## src/rtl/multicycle_control.sv

```systemverilog
// Moore-style sequencer for the multicycle MIPS datapath: decodes opcode/funct, drives
// every select/strobe per state, stalls on mem_ready and counts retired instructions.
module multicycle_control #(
  parameter int CNT_W = 32
) (
  input  logic             clk,
  input  logic             reset,
  input  logic [5:0]       opcode,
  input  logic [5:0]       funct,
  input  logic             zero,
  input  logic             mem_ready,
  output logic             pc_write,
  output logic             pc_write_cond,
  output logic             iord,
  output logic             mem_read,
  output logic             mem_write,
  output logic             ir_write,
  output logic             reg_dst,
  output logic             mem_to_reg,
  output logic             reg_write,
  output logic             alu_src_a,
  output logic [1:0]       alu_src_b,
  output logic [2:0]       alu_control,
  output logic [1:0]       pc_source,
  output logic             instr_done,
  output logic             illegal,
  output logic [3:0]       state,
  output logic [CNT_W-1:0] instr_count
);

  typedef enum logic [3:0] {
    FETCH     = 4'd0,
    DECODE    = 4'd1,
    MEM_ADDR  = 4'd2,
    MEM_RD    = 4'd3,
    MEM_WB    = 4'd4,
    MEM_WR    = 4'd5,
    R_EXEC    = 4'd6,
    R_WB      = 4'd7,
    BRANCH    = 4'd8,
    JUMP      = 4'd9,
    ADDI_EXEC = 4'd10,
    ADDI_WB   = 4'd11,
    TRAP      = 4'd12
  } state_t;

  // rdy_gate marks states whose completion strobes only fire in the mem_ready cycle
  typedef struct packed {
    logic       pc_write;
    logic       pc_write_cond;
    logic       iord;
    logic       mem_read;
    logic       mem_write;
    logic       ir_write;
    logic       reg_dst;
    logic       mem_to_reg;
    logic       reg_write;
    logic       alu_src_a;
    logic [1:0] alu_src_b;
    logic [2:0] alu_control;
    logic [1:0] pc_source;
    logic       instr_done;
    logic       rdy_gate;
  } ctrl_t;

  localparam logic [5:0] OP_RTYPE = 6'h00;
  localparam logic [5:0] OP_LW    = 6'h23;
  localparam logic [5:0] OP_SW    = 6'h2B;
  localparam logic [5:0] OP_BEQ   = 6'h04;
  localparam logic [5:0] OP_J     = 6'h02;
  localparam logic [5:0] OP_ADDI  = 6'h08;

  localparam logic [5:0] FN_ADD = 6'h20;
  localparam logic [5:0] FN_SUB = 6'h22;
  localparam logic [5:0] FN_AND = 6'h24;
  localparam logic [5:0] FN_OR  = 6'h25;
  localparam logic [5:0] FN_SLT = 6'h2A;

  localparam logic [2:0] ALU_AND = 3'b000;
  localparam logic [2:0] ALU_OR  = 3'b001;
  localparam logic [2:0] ALU_ADD = 3'b010;
  localparam logic [2:0] ALU_SUB = 3'b110;
  localparam logic [2:0] ALU_SLT = 3'b111;

  localparam logic [CNT_W-1:0] CNT_ONE = CNT_W'(1);

  function automatic logic funct_legal(input logic [5:0] fn);
    return (fn == FN_ADD) || (fn == FN_SUB) || (fn == FN_AND) ||
           (fn == FN_OR)  || (fn == FN_SLT);
  endfunction

  function automatic logic [2:0] r_alu_op(input logic [5:0] fn);
    logic [2:0] op;
    case (fn)
      FN_SUB:  op = ALU_SUB;
      FN_AND:  op = ALU_AND;
      FN_OR:   op = ALU_OR;
      FN_SLT:  op = ALU_SLT;
      default: op = ALU_ADD;
    endcase
    return op;
  endfunction

  function automatic state_t decode_next(input logic [5:0] op, input logic [5:0] fn);
    state_t s;
    case (op)
      OP_RTYPE:     s = funct_legal(fn) ? R_EXEC : TRAP;
      OP_LW, OP_SW: s = MEM_ADDR;
      OP_BEQ:       s = BRANCH;
      OP_J:         s = JUMP;
      OP_ADDI:      s = ADDI_EXEC;
      default:      s = TRAP;
    endcase
    return s;
  endfunction

  function automatic state_t next_state(input state_t s, input logic [5:0] op,
                                        input logic [5:0] fn, input logic rdy);
    state_t n;
    case (s)
      FETCH:     n = rdy ? DECODE : FETCH;
      DECODE:    n = decode_next(op, fn);
      MEM_ADDR:  n = (op == OP_LW) ? MEM_RD : MEM_WR;
      MEM_RD:    n = rdy ? MEM_WB : MEM_RD;
      MEM_WR:    n = rdy ? FETCH : MEM_WR;
      R_EXEC:    n = R_WB;
      ADDI_EXEC: n = ADDI_WB;
      TRAP:      n = TRAP;
      default:   n = FETCH;
    endcase
    return n;
  endfunction

  function automatic ctrl_t state_ctrl(input state_t s, input logic [5:0] fn);
    ctrl_t c;
    c = '0;
    case (s)
      FETCH: begin
        c.mem_read    = 1'b1;
        c.alu_src_b   = 2'b01;
        c.alu_control = ALU_ADD;
        c.ir_write    = 1'b1;
        c.pc_write    = 1'b1;
        c.rdy_gate    = 1'b1;
      end
      DECODE: begin
        c.alu_src_b   = 2'b11;
        c.alu_control = ALU_ADD;
      end
      MEM_ADDR, ADDI_EXEC: begin
        c.alu_src_a   = 1'b1;
        c.alu_src_b   = 2'b10;
        c.alu_control = ALU_ADD;
      end
      MEM_RD: begin
        c.mem_read = 1'b1;
        c.iord     = 1'b1;
      end
      MEM_WB: begin
        c.reg_write  = 1'b1;
        c.mem_to_reg = 1'b1;
        c.instr_done = 1'b1;
      end
      MEM_WR: begin
        c.mem_write  = 1'b1;
        c.iord       = 1'b1;
        c.instr_done = 1'b1;
        c.rdy_gate   = 1'b1;
      end
      R_EXEC: begin
        c.alu_src_a   = 1'b1;
        c.alu_control = r_alu_op(fn);
      end
      R_WB: begin
        c.reg_write  = 1'b1;
        c.reg_dst    = 1'b1;
        c.instr_done = 1'b1;
      end
      BRANCH: begin
        c.alu_src_a     = 1'b1;
        c.alu_control   = ALU_SUB;
        c.pc_write_cond = 1'b1;
        c.pc_source     = 2'b01;
        c.instr_done    = 1'b1;
      end
      JUMP: begin
        c.pc_write   = 1'b1;
        c.pc_source  = 2'b10;
        c.instr_done = 1'b1;
      end
      ADDI_WB: begin
        c.reg_write  = 1'b1;
        c.instr_done = 1'b1;
      end
      default: c = '0;
    endcase
    return c;
  endfunction

  state_t           state_q;
  state_t           state_nxt;
  ctrl_t            ctrl_q;
  logic             illegal_q;
  logic [CNT_W-1:0] count_q;
  logic             rdy_ok;
  logic             strobe_ok;

  // Branch qualification by zero happens in the datapath, not here.
  logic unused_zero;
  assign unused_zero = zero;

  always_comb begin
    state_nxt = next_state(state_q, opcode, funct, mem_ready);
  end

  // Outputs for the upcoming state are registered together with the state itself.
  always_ff @(posedge clk) begin
    if (reset) begin
      state_q   <= FETCH;
      ctrl_q    <= state_ctrl(FETCH, funct);
      illegal_q <= 1'b0;
      count_q   <= '0;
    end else begin
      state_q <= state_nxt;
      ctrl_q  <= state_ctrl(state_nxt, funct);
      if (state_nxt == TRAP) illegal_q <= 1'b1;
      if (instr_done)        count_q   <= count_q + CNT_ONE;
    end
  end

  assign strobe_ok = ~reset;
  assign rdy_ok    = ~ctrl_q.rdy_gate | mem_ready;

  assign pc_write      = ctrl_q.pc_write & rdy_ok & strobe_ok;
  assign ir_write      = ctrl_q.ir_write & rdy_ok & strobe_ok;
  assign instr_done    = ctrl_q.instr_done & rdy_ok & strobe_ok;
  assign pc_write_cond = ctrl_q.pc_write_cond & strobe_ok;
  assign mem_read      = ctrl_q.mem_read & strobe_ok;
  assign mem_write     = ctrl_q.mem_write & strobe_ok;
  assign reg_write     = ctrl_q.reg_write & strobe_ok;
  assign iord          = ctrl_q.iord;
  assign reg_dst       = ctrl_q.reg_dst;
  assign mem_to_reg    = ctrl_q.mem_to_reg;
  assign alu_src_a     = ctrl_q.alu_src_a;
  assign alu_src_b     = ctrl_q.alu_src_b;
  assign alu_control   = ctrl_q.alu_control;
  assign pc_source     = ctrl_q.pc_source;
  assign illegal       = illegal_q;
  assign state         = state_q;
  assign instr_count   = count_q;

endmodule

```

## config.mk

```make
export PLATFORM = sky130hd
export DESIGN_NAME = multicycle_control
export DESIGN_NICKNAME = d
export VERILOG_FILES = /design/src/rtl/multicycle_control.sv
export SDC_FILE = /design/constraint.sdc
export NUM_CORES = 1
export LEC_CHECK = 0
export ABC_AREA = 1
export BUFFER_PORTS_ARGS = -buffer_cell sky130_fd_sc_hd__buf_4
export CAP_MARGIN = 20
export CORE_UTILIZATION = 48
export CTS_CLUSTER_SIZE = 12
export DETAILED_ROUTE_END_ITERATION = 16
export PLACE_DENSITY = 0.74
export SYNTH_ARGS = -nofsm -noshare
export SYNTH_HDL_FRONTEND = slang
export SYNTH_SLANG_ARGS = --single-unit
```

## constraint.sdc

```tcl
create_clock -name clk -period 1.4 [get_ports clk]
set_input_delay 0.28 -clock clk [delete_from_list [all_inputs] [get_ports clk]]
set_output_delay 0.28 -clock clk [all_outputs]
set_load 0.03 [all_outputs]
```

==> flow_summary.json, run 1 <==
{
  "crit_type": "flip-flop to flip-flop",
  "wl_um": 11000,
  "yosys.area.top_type": "dfxtp_1",
  "finish.utilization": 0.849,
  "routed_via_density": 5.46,
  "ff_latch_area_um2": 1180,
  "grt_pass1_wl_um": 13700,
  "grt_usage": 0.269,
  "grt_max_degree": 20,
  "ant_nets": 0,
  "fin_ws_ns": -0.314,
  "synth_ff_type": "dfxtp_1",
  "antenna_found_initial": 0,
  "period_needed_ns": 1.71,
  "worstSetupEndpointType": "flip-flop",
  "p_comb_frac": 0.195,
  "worst-r2r-setup-slack_ns": -0.31,
  "reg2reg_depth": 8,
  "drt_iter0_markers": 210,
  "period_share": 1.22,
  "slew_headroom": 0.776,
  "coreArea_um2": 5960,
  "drive_gt1_frac": 0.579,
  "die_y_um": 80.6,
  "netlist_instances": 436,
  "netlist_area_um2": 2960,
  "synth_edf_count": 0,
  "setup_viol": 40,
  "reg2reg_to": "instr_count[25]$_SDFFE_PP0P_",
  "p_leak_nw": 2.48,
  "yosys_warnings": 0,
  "seqPwrFrac": 0.496,
  "place_area_um2": 4170,
  "syn_nets": 453,
  "layout_common_cells": "buf_4 (157), nand2_1 (58), nor2_1 (49), inv_1 (39)",
  "finClkSkew_ns": 0.0161,
  "grt-ovfl-total": 0,
  "tightest_slew_ns": 0.333,
  "fmax_mhz": 584,
  "htreeDepth": 2,
  "ys_ff_latch": 55,
  "hp-class": "input port to flip-flop",
  "crit_end": "instr_count[25]$_SDFFE_PP0P_",
  "start_kind": "flip-flop",
  "status": "complete, but fails checks",
  "postSynthAreaPerCell_um2": 6.80,
  "cts-root-buf": "clkbuf_8",
  "die_area_um2": 6490,
  "synth_top_area_share": 0.371,
  "multi_input_comb_area_um2": 2120,
  "via_count": 3694,
  "critical_path_arrival_ns": 1.92,
  "critical_path.startpoint": "instr_count[5]$_SDFFE_PP0P_",
  "cts.sinks": 55,
  "core.rowCount": 28,
  "io_buffers": 69,
  "clkPwrFrac": 0.310,
  "hold_viol_final": 0,
  "io_pins": 71,
  "start_util": 0.498,
  "yosys-top-cells-area": "dfxtp_1 (37%), nand2_1 (12%), nor2_1 (9.2%), inv_1 (7.3%), nand3_1 (5.1%)",
  "postSynth.asyncResetShare": 0,
  "first_global_vias": 3133,
  "dp_hpwl_um": 6140,
  "cts_tree": "done",
  "drv_cap": 0,
  "cts_buffer_depth": 2,
  "cts_buffers": 5,
  "drv_slew": 0,
  "area_growth_pct": 70.5,
  "mostFrequentLayoutCell": "buf_4",
  "path_clk_slew_ns": 0.12,
  "final_cell_area_um2": 5050,
  "violations": "negative setup slack",
  "ys_seq_area_frac": 0.371,
  "place.gp.congestion": 0.847,
  "synth.distinct_cells": 32,
  "clk_latency_ns": 0.32,
  "fillerInstances": 296,
  "first_pass_iters": 5,
  "cts_hold_buf": 0,
  "rsz0062_at_grt": "yes",
  "diodes": 0,
  "p_per_area_nw_per_um2": 654,
  "switching_power_w": 0.00101,
  "switching_share": 0.304,
  "routedWlPerCell_um": 16.2,
  "dieWidth_um": 80.6,
  "largest_register_ffs": 32,
  "place_ws_ns": -0.277,
  "worstPathRequired_ns": 1.61,
  "worstPathMaxFanout": 7,
  "p_int_w": 0.00230,
  "drc": 0,
  "r2r_start": "instr_count[5]$_SDFFE_PP0P_",
  "fin_nets": 617,
  "max-vdd-ir-drop_uv": 496
}
## timing repair
action                                  CTS  global route
pin swaps                                37            70
gates resized for setup                  55           111
buffers inserted                         16            20
endpoints found under the hold margin     0             0
endpoints found under the setup margin   37            48
## stage by stage
step	setup TNS, ns	hold slack (ns)	std cells	power [W]
floorplan	-0.532	0.445	436	0.00197
global placement	-3.51	0.462	637	0.00215
detailed placement	-4.57	0.472	637	0.00216
CTS	-1.98	0.258	661	0.00319
global route	-7.27	0.270	676	0.00340
finish	-4.82	0.256	676	0.00330
## critical path, cell delays in order, from the launching register on
cell and delay (ns):
dfxtp_2 0.45, nand2_1 0.18, nor2_1 0.19, nand2_2 0.11, nor3_4 0.24, buf_4 0.16, nand2_2 0.05, xor2_1 0.17
nor2_1 0.06
## cell families after synthesis
family                   Yosys count  share of synthesized area
AO/OA/AOI/OAI                     40                     0.0751
XOR/XNOR                          14                     0.0414
adder cells (fa/ha/maj)            1                    0.00422
buffers and inverters             72                      0.103
flip-flops                        55                      0.371
AND/OR/NAND/NOR                  254                      0.405
## per-layer routing
layer  global-route usage  vias to the layer above  part of all wire
met3               0.0500                       45             0.066
met5                    0                        -                 0
met1                0.320                     1732              0.38
met2                0.475                      209              0.52
li1                     -                     1708                 -
met4               0.0982                        0             0.035
## area by class of cell
| type | instances | share of cell area |
|---|---|---|
| clock inverter | 1 | 0.00124 |
| clock buffer | 7 | 0.0191 |
| inverter | 59 | 0.0463 |
| tap | 75 | 0.0186 |
| multi-input combinational | 309 | 0.419 |
| timing repair buffer | 170 | 0.262 |
| sequential | 55 | 0.234 |
## how the worst min path moves through the flow
stage / endpoint / startpoint / depth (start not counted) / slack (ns)
6_report: alu_control[2]$_SDFF_PP0_ / funct[0] / 4 / 0.26
5_1_grt: alu_control[2]$_SDFF_PP0_ / funct[0] / 4 / 0.27
4_1_cts: alu_control[2]$_SDFF_PP0_ / funct[0] / 4 / 0.26
3_5_place_dp: illegal$_SDFFE_PP0N_ / illegal$_SDFFE_PP0N_ / 2 / 0.47
3_3_place_gp: illegal$_SDFFE_PP0N_ / illegal$_SDFFE_PP0N_ / 2 / 0.46
2_1_floorplan: alu_control[2]$_SDFF_PP0_ / funct[1] / 2 / 0.45
## power by group through the flow
stage / Combinational [W] / Sequential [W] / Clock [W]
2_1_floorplan: 0.000283 / 0.00169 / 0
5_1_grt: 0.000685 / 0.00164 / 0.00108
3_3_place_gp: 0.000484 / 0.00167 / 0
6_report: 0.000643 / 0.00164 / 0.00102
3_5_place_dp: 0.000494 / 0.00167 / 0
4_1_cts: 0.000545 / 0.00164 / 0.00101
## Yosys cell counts, types with 3 or more instances
| cell type | instances |
|---|---|
| nand2_2 | 4 |
| inv_1 | 58 |
| nor2_1 | 73 |
| nor2_4 | 4 |
| o21ai_0 | 11 |
| nor3b_1 | 3 |
| buf_4 | 7 |
| nand2_1 | 95 |
| nor3_2 | 3 |
| nand4_1 | 12 |
| nand3_1 | 30 |
| dfxtp_1 | 55 |
| xnor2_1 | 4 |
| nor3_1 | 15 |
| nand2_4 | 4 |
| xor2_1 | 10 |
| nor2_2 | 3 |
| a21oi_1 | 22 |
| clkbuf_1 | 5 |
Note: power is estimated with default switching activity, not from simulation.
==> run 2, diff against run 1 <==
Settings changed: CORE_ASPECT_RATIO set to 1.2, CORE_UTILIZATION 48 to 54, PLACE_DENSITY 0.74 to 0.78.
Clock period 1.4 ns to 1.7 ns, I/O delays scaled along.
==> run 2 against run 1 <==
  * The run now ends clean
  * Maximum frequency increased by 5.4%
  * First-iteration DRC count fell by 43%
  * Global-route usage fell by 1.9 points
  * Flip-flop and latch count stayed put
  * Count of clock-buffer cells in the layout shrank 2
  * Via count is 17% lower
  * Sequential power shrank 18%
  * Register-to-register slack improved by 0.39 ns
  * Die area shrank 11%
==> flow_summary.json, run 2 (synthesized netlist as in run 1, its figures left out) <==
{
  "routed_via_density": 5.14,
  "drv_slew": 0,
  "largest_register_ffs": 32,
  "drive_gt1_frac": 0.306,
  "critical_path_arrival_ns": 1.84,
  "cp_cell_sequence": "nand3_2 -> nor2_4 -> nand2_2 -> buf_4 -> nor3_4 -> nand4_1 -> xor2_1 -> nor2_1",
  "cpPeakStageDelay_ns": 0.37,
  "setup_viol": 0,
  "grt_pass1_wl_um": 11800,
  "worstPathMaxFanout": 4,
  "coreArea_um2": 5300,
  "fillerInstances": 448,
  "die_y_um": 83.2,
  "diodes": 0,
  "place_ws_ns": -0.0702,
  "antenna_found_initial": 0,
  "crit_type": "flip-flop to flip-flop",
  "crit_cells": 8,
  "place.gp.congestion": 0.884,
  "finish.utilization": 0.741,
  "cts-root-buf": "clkbuf_8",
  "mostFrequentLayoutCell": "buf_4",
  "drv_cap": 0,
  "place_inst": 578,
  "worstSetupEndpointType": "flip-flop",
  "cts_tree": "done",
  "path_clk_slew_ns": 0.10,
  "first_global_vias": 2830,
  "worst-r2r-setup-slack_ns": 0.07,
  "grt_max_degree": 22,
  "finClkSkew_ns": 0.00579,
  "period_needed_ns": 1.63,
  "worst-path-buf-inv": 1,
  "start_kind": "flip-flop",
  "start_util": 0.560,
  "io_pins": 71,
  "status": "completed",
  "period_share": 0.957,
  "dieWidth_um": 69.6,
  "cts_buffers": 5,
  "layout_common_cells": "buf_4 (102), nand2_1 (92), nor2_1 (66), inv_1 (57), dfxtp_1 (39)",
  "dp_hpwl_um": 5590,
  "p_per_area_nw_per_um2": 676,
  "fmax_mhz": 615,
  "cts_hold_buf": 0,
  "die_area_um2": 5790,
  "worstPathRequired_ns": 1.91,
  "hold_viol_final": 0,
  "critical_path.top_delay_family": "simple AND/OR/NAND/NOR gates",
  "fin_nets": 549,
  "clk_latency_ns": 0.31,
  "p_leak_nw": 1.87,
  "hp-class": "input port to flip-flop",
  "io_buffers": 69,
  "reg2reg_depth": 8,
  "htreeDepth": 2,
  "critPathSlowestCell": "dfxtp_2",
  "r2r_start": "instr_count[1]$_SDFFE_PP0P_",
  "slew_headroom": 0.725,
  "first_pass_iters": 4,
  "fin_setup_tns_ns": 0,
  "core.rowCount": 29,
  "area_growth_pct": 32.5,
  "wl_um": 7190,
  "rsz0062_at_grt": "yes",
  "min_from": "funct[1]",
  "ant_nets": 0,
  "routedWlPerCell_um": 12.1,
  "fin_ws_ns": 0.0735,
  "grt_usage": 0.250,
  "whs_endpoint": "alu_control[2]$_SDFF_PP0_",
  "reg2reg_to": "instr_count[29]$_SDFFE_PP0P_",
  "grt-ovfl-total": 0,
  "via_count": 3061,
  "drt_iter0_markers": 119,
  "drc": 0,
  "max-vdd-ir-drop_uv": 558,
  "layout.cells.non_filler": 595,
  "cts.sinks": 55,
  "cts_buffer_depth": 2,
  "tightest_slew_ns": 0.408,
  "whs_path_depth": 3
}
run 2: cell types whose count changed in the layout (fill, tap and decap cells not counted), sizes merged:
cell / before / now
buf: 170 / 102
clkinv: 0 / 1
bufinv: 0 / 1
clkbuf: 7 / 5
run 2: layer usage:
layer | GRT usage | vias to the layer above | part of all wire
met5 | 0 | - | 0
met3 | 0.0364 | 13 | 0.034
li1 | - | 1569 | -
met2 | 0.486 | 65 | 0.54
met1 | 0.259 | 1414 | 0.40
met4 | 0.109 | 0 | 0.022
run 2: stage by stage:
| step | total power [W] | hold slack (ns) | instance area, um2 |
|---|---|---|---|
| finish | 0.00265 | 0.329 | 3930 |
| global route | 0.00275 | 0.342 | 3930 |
| CTS | 0.00265 | 0.325 | 3790 |
| detailed placement | 0.00176 | 0.451 | 3670 |
| global placement | 0.00175 | 0.442 | 3670 |
| floorplan | 0.00162 | 0.505 | 2970 |
run 2: layout make-up:
class / count / area, um2 / share of cell area
Timing Repair Buffer: 102 / 766 / 0.195
Tap cell: 62 / 77.6 / 0.0198
Sequential cell: 55 / 1130 / 0.287
Inverter: 59 / 221 / 0.0564
Clock buffer: 5 / 68.8 / 0.0175
Multi-Input combinational cell: 309 / 1620 / 0.412
Clock inverter: 3 / 47.5 / 0.0121
run 2: worst max-delay path by stage:
stage                                start                           end
2_1_floorplan  instr_count[9]$_SDFFE_PP0P_  instr_count[29]$_SDFFE_PP0P_
3_3_place_gp                     opcode[4]       alu_src_b[1]$_SDFF_PP0_
3_5_place_dp                     opcode[3]         ctrl_q[15]$_SDFF_PP1_
4_1_cts                state[2]$_SDFF_PP0_     alu_control[2]$_SDFF_PP0_
5_1_grt        instr_count[1]$_SDFFE_PP0P_  instr_count[29]$_SDFFE_PP0P_
6_report       instr_count[1]$_SDFFE_PP0P_  instr_count[29]$_SDFFE_PP0P_
run 2: power by group:
part           total, W  internal, W  switching (W)
combinational  0.000399     0.000151       0.000248
sequential      0.00135      0.00133      0.0000262
clock          0.000902     0.000447       0.000454
total           0.00265      0.00192       0.000729
run 2: timing repair:
action	4_1_cts	5_1_grt
pin swaps	0	12
setup endpoints to repair	4	20
setup buffers	0	9
hold endpoints to repair	0	0
gates cloned	0	0
resized for setup	3	28
run 2: worst register-to-register path: stages (launching register included):
cell and delay [ns]:
dfxtp_2 0.37, nand3_2 0.12, nor2_4 0.15, nand2_2 0.09, buf_4 0.16, nor3_4 0.22, nand4_1 0.15, xor2_1 0.22
nor2_1 0.05
==> run 3, diff against run 2 <==
Settings changed: ABC_AREA 1 to unset, CORE_UTILIZATION 54 to 53.
==> run 3 against run 2 <==
  * The flow now finishes with violations (negative setup slack)
  * Core utilization increased by 12 points
  * Clock power decreased by 8.9%
  * Power increased by 2.3%
  * Routed wire length increased by 16%
  * Global-route usage increased by 0.96 points
  * Count of clock-buffer cells in the layout increased by 1
  * Maximum frequency decreased by 19%
  * Die area decreased by 4.6%
  * Critical path type unchanged
  * Largest cell class unchanged
  * Largest power group unchanged
==> flow_summary.json, run 3 <==
{
  "status": "complete, but fails checks",
  "violations": "negative setup slack",
  "dieWidth_um": 68.0,
  "routedWlPerCell_um": 16.3,
  "seqPwrFrac": 0.488,
  "whs_path_depth": 4,
  "cts_buffer_depth": 2,
  "area_growth_pct": 54.6,
  "ant_nets": 0,
  "p_total_w": 0.00271,
  "worstPathRequired_ns": 1.92,
  "worstPathMaxFanout": 4,
  "slew_headroom": 0.687,
  "hp-class": "input port to flip-flop",
  "p_per_area_nw_per_um2": 633,
  "drc": 0,
  "die_y_um": 81.2,
  "mostFrequentLayoutCell": "buf_4",
  "grt_usage": 0.259,
  "netlist_instances": 315,
  "rsz0062_at_grt": "yes",
  "start_kind": "flip-flop",
  "finClkSkew_ns": 0.00665,
  "drv_cap": 0,
  "ys_ff_latch": 55,
  "yosys-top-cells-area": "dfxtp_1 (40%), xor2_1 (6.0%), nor2_1 (5.7%), nand2_1 (2.6%), nand3_1 (2.5%)",
  "wl_um": 8370,
  "routed_via_density": 5.68,
  "cts_hold_buf": 0,
  "switching_share": 0.283,
  "clkPwrFrac": 0.303,
  "multi_input_comb_area_um2": 1730,
  "p_comb_frac": 0.209,
  "io_buffers": 69,
  "clk_latency_ns": 0.31,
  "start_util": 0.557,
  "ff_latch_area_um2": 1160,
  "period_share": 1.18,
  "period_needed_ns": 2.01,
  "switching_power_w": 0.000767,
  "core.rowCount": 28,
  "grt_pass1_wl_um": 10900,
  "place.gp.congestion": 0.918,
  "yosys.area.top_type": "dfxtp_1",
  "fin_nets": 469,
  "r2r_start": "state[2]$_SDFF_PP0_",
  "worst-r2r-setup-slack_ns": -0.31,
  "grt-ovfl-total": 0,
  "path_clk_slew_ns": 0.10,
  "fillerInstances": 264,
  "place_inst": 474,
  "ys_seq_area_frac": 0.397,
  "largest_register_ffs": 32,
  "max-vdd-ir-drop_uv": 460,
  "fmax_mhz": 497,
  "synth_ff_type": "dfxtp_1",
  "layout_common_cells": "buf_4 (140), nor2_1 (36), dfxtp_1 (30), xor2_1 (19), nand2_1 (16)",
  "htreeDepth": 2,
  "synth_edf_count": 0,
  "cts-root-buf": "clkbuf_8",
  "crit_type": "flip-flop to flip-flop",
  "syn_nets": 332,
  "cts_tree": "done",
  "die_area_um2": 5520,
  "yosys_warnings": 0,
  "synth.most_common_cell": "dfxtp_1",
  "drive_gt1_frac": 0.543,
  "critical_path_arrival_ns": 2.24,
  "dp_hpwl_um": 5150,
  "tightest_slew_ns": 0.470,
  "min_from": "funct[2]",
  "p_int_w": 0.00195,
  "cts.sinks": 55,
  "first_pass_iters": 5,
  "antenna_found_initial": 0,
  "synthTopCellsByCount": "dfxtp_1 (55), nor2_1 (42), nand2_1 (19), xor2_1 (19), nand3_1 (14)",
  "postSynthAreaPerCell_um2": 8.80,
  "reg2reg_depth": 6,
  "postSynth.asyncResetShare": 0,
  "hold_viol_final": 0,
  "p_leak_nw": 1.82,
  "drt_iter0_markers": 195,
  "first_global_vias": 2469,
  "io_pins": 71,
  "setup_viol": 27,
  "drv_slew": 0,
  "synth.distinct_cells": 65,
  "fin_ws_ns": -0.313,
  "diodes": 0,
  "netlist_area_um2": 2770,
  "fin_setup_tns_ns": -4.99,
  "layout.cells.non_filler": 513,
  "coreArea_um2": 4970,
  "via_count": 2913,
  "critical_path.startpoint": "state[2]$_SDFF_PP0_",
  "cts_buffers": 5,
  "worstSetupEndpointType": "flip-flop",
  "grt_max_degree": 34,
  "synth_top_area_share": 0.397
}
[run 3: logic make-up (layout without fill, tap and decap cells)]
logic type | count (synthesis) | in the layout | synth area share
AO/OA/AOI/OAI | 48 | 48 | 0.140
XOR/XNOR | 27 | 27 | 0.0853
adder cells (fa/ha/maj) | 1 | 1 | 0.00451
buffers and inverters | 31 | 169 | 0.0596
flip-flops | 55 | 55 | 0.397
multiplexers | 4 | 4 | 0.0153
AND/OR/NAND/NOR | 149 | 149 | 0.298
[run 3: cell type report]
type,instances,share of cell area
Tap cell,60,0.0175
Sequential cell,55,0.271
Clock buffer,6,0.0219
Multi-Input combinational cell,229,0.403
Inverter,10,0.00876
Timing Repair Buffer,151,0.275
Clock inverter,2,0.00292
[run 3: metrics by stage]
| stage | utilization | hold WS [ns] | setup WS, ns | cell area (um2) |
|---|---|---|---|---|
| 3_3_place_gp | 0.748 | 0.471 | -0.341 | 3720 |
| 2_1_floorplan | - | 0.473 | -0.240 | 2880 |
| 6_report | 0.861 | 0.403 | -0.313 | 4280 |
| 4_1_cts | 0.788 | 0.398 | -0.281 | 3920 |
| 3_5_place_dp | 0.748 | 0.477 | -0.386 | 3720 |
| 5_1_grt | 0.861 | 0.429 | -0.411 | 4280 |
[run 3: final timing paths]
path | end
worst max register to register | alu_control[0]$_SDFF_PP0_
worst min-delay path | alu_control[2]$_SDFF_PP0_
worst max-delay path | alu_control[0]$_SDFF_PP0_
worst min register to register | instr_count[3]$_SDFFE_PP0P_
[run 3: repair_timing]
item / 4_1_cts / 5_1_grt
buffers inserted: 7 / 25
gates resized for setup: 11 / 43
pin swaps: 18 / 25
endpoints found under the setup margin: 25 / 37
gates cloned: 0 / 0
[run 3: layer usage]
layer / part of all wire / up-vias / global-route usage
met5: 0 / - / 0
met4: 0.030 / 0 / 0.100
met3: 0.043 / 28 / 0.0506
met2: 0.55 / 92 / 0.469
met1: 0.38 / 1403 / 0.291
li1: - / 1390 / -
[run 3: critical path: stages (launching register included)]
cell and delay (ns):
dfxtp_2 0.33, or4b_4 0.57, buf_6 0.14, a2111oi_4 0.25, o31a_2 0.29, nand2_2 0.08
nor4_2 0.25
[run 3: power groups by stage]
stage / sequential, W / clock (W) / combinational, W
floorplan: 0.00137 / 0 / 0.000266
global placement: 0.00135 / 0 / 0.000452
detailed placement: 0.00135 / 0 / 0.000460
CTS: 0.00132 / 0.000824 / 0.000479
global route: 0.00133 / 0.000883 / 0.000596
finish: 0.00132 / 0.000822 / 0.000567
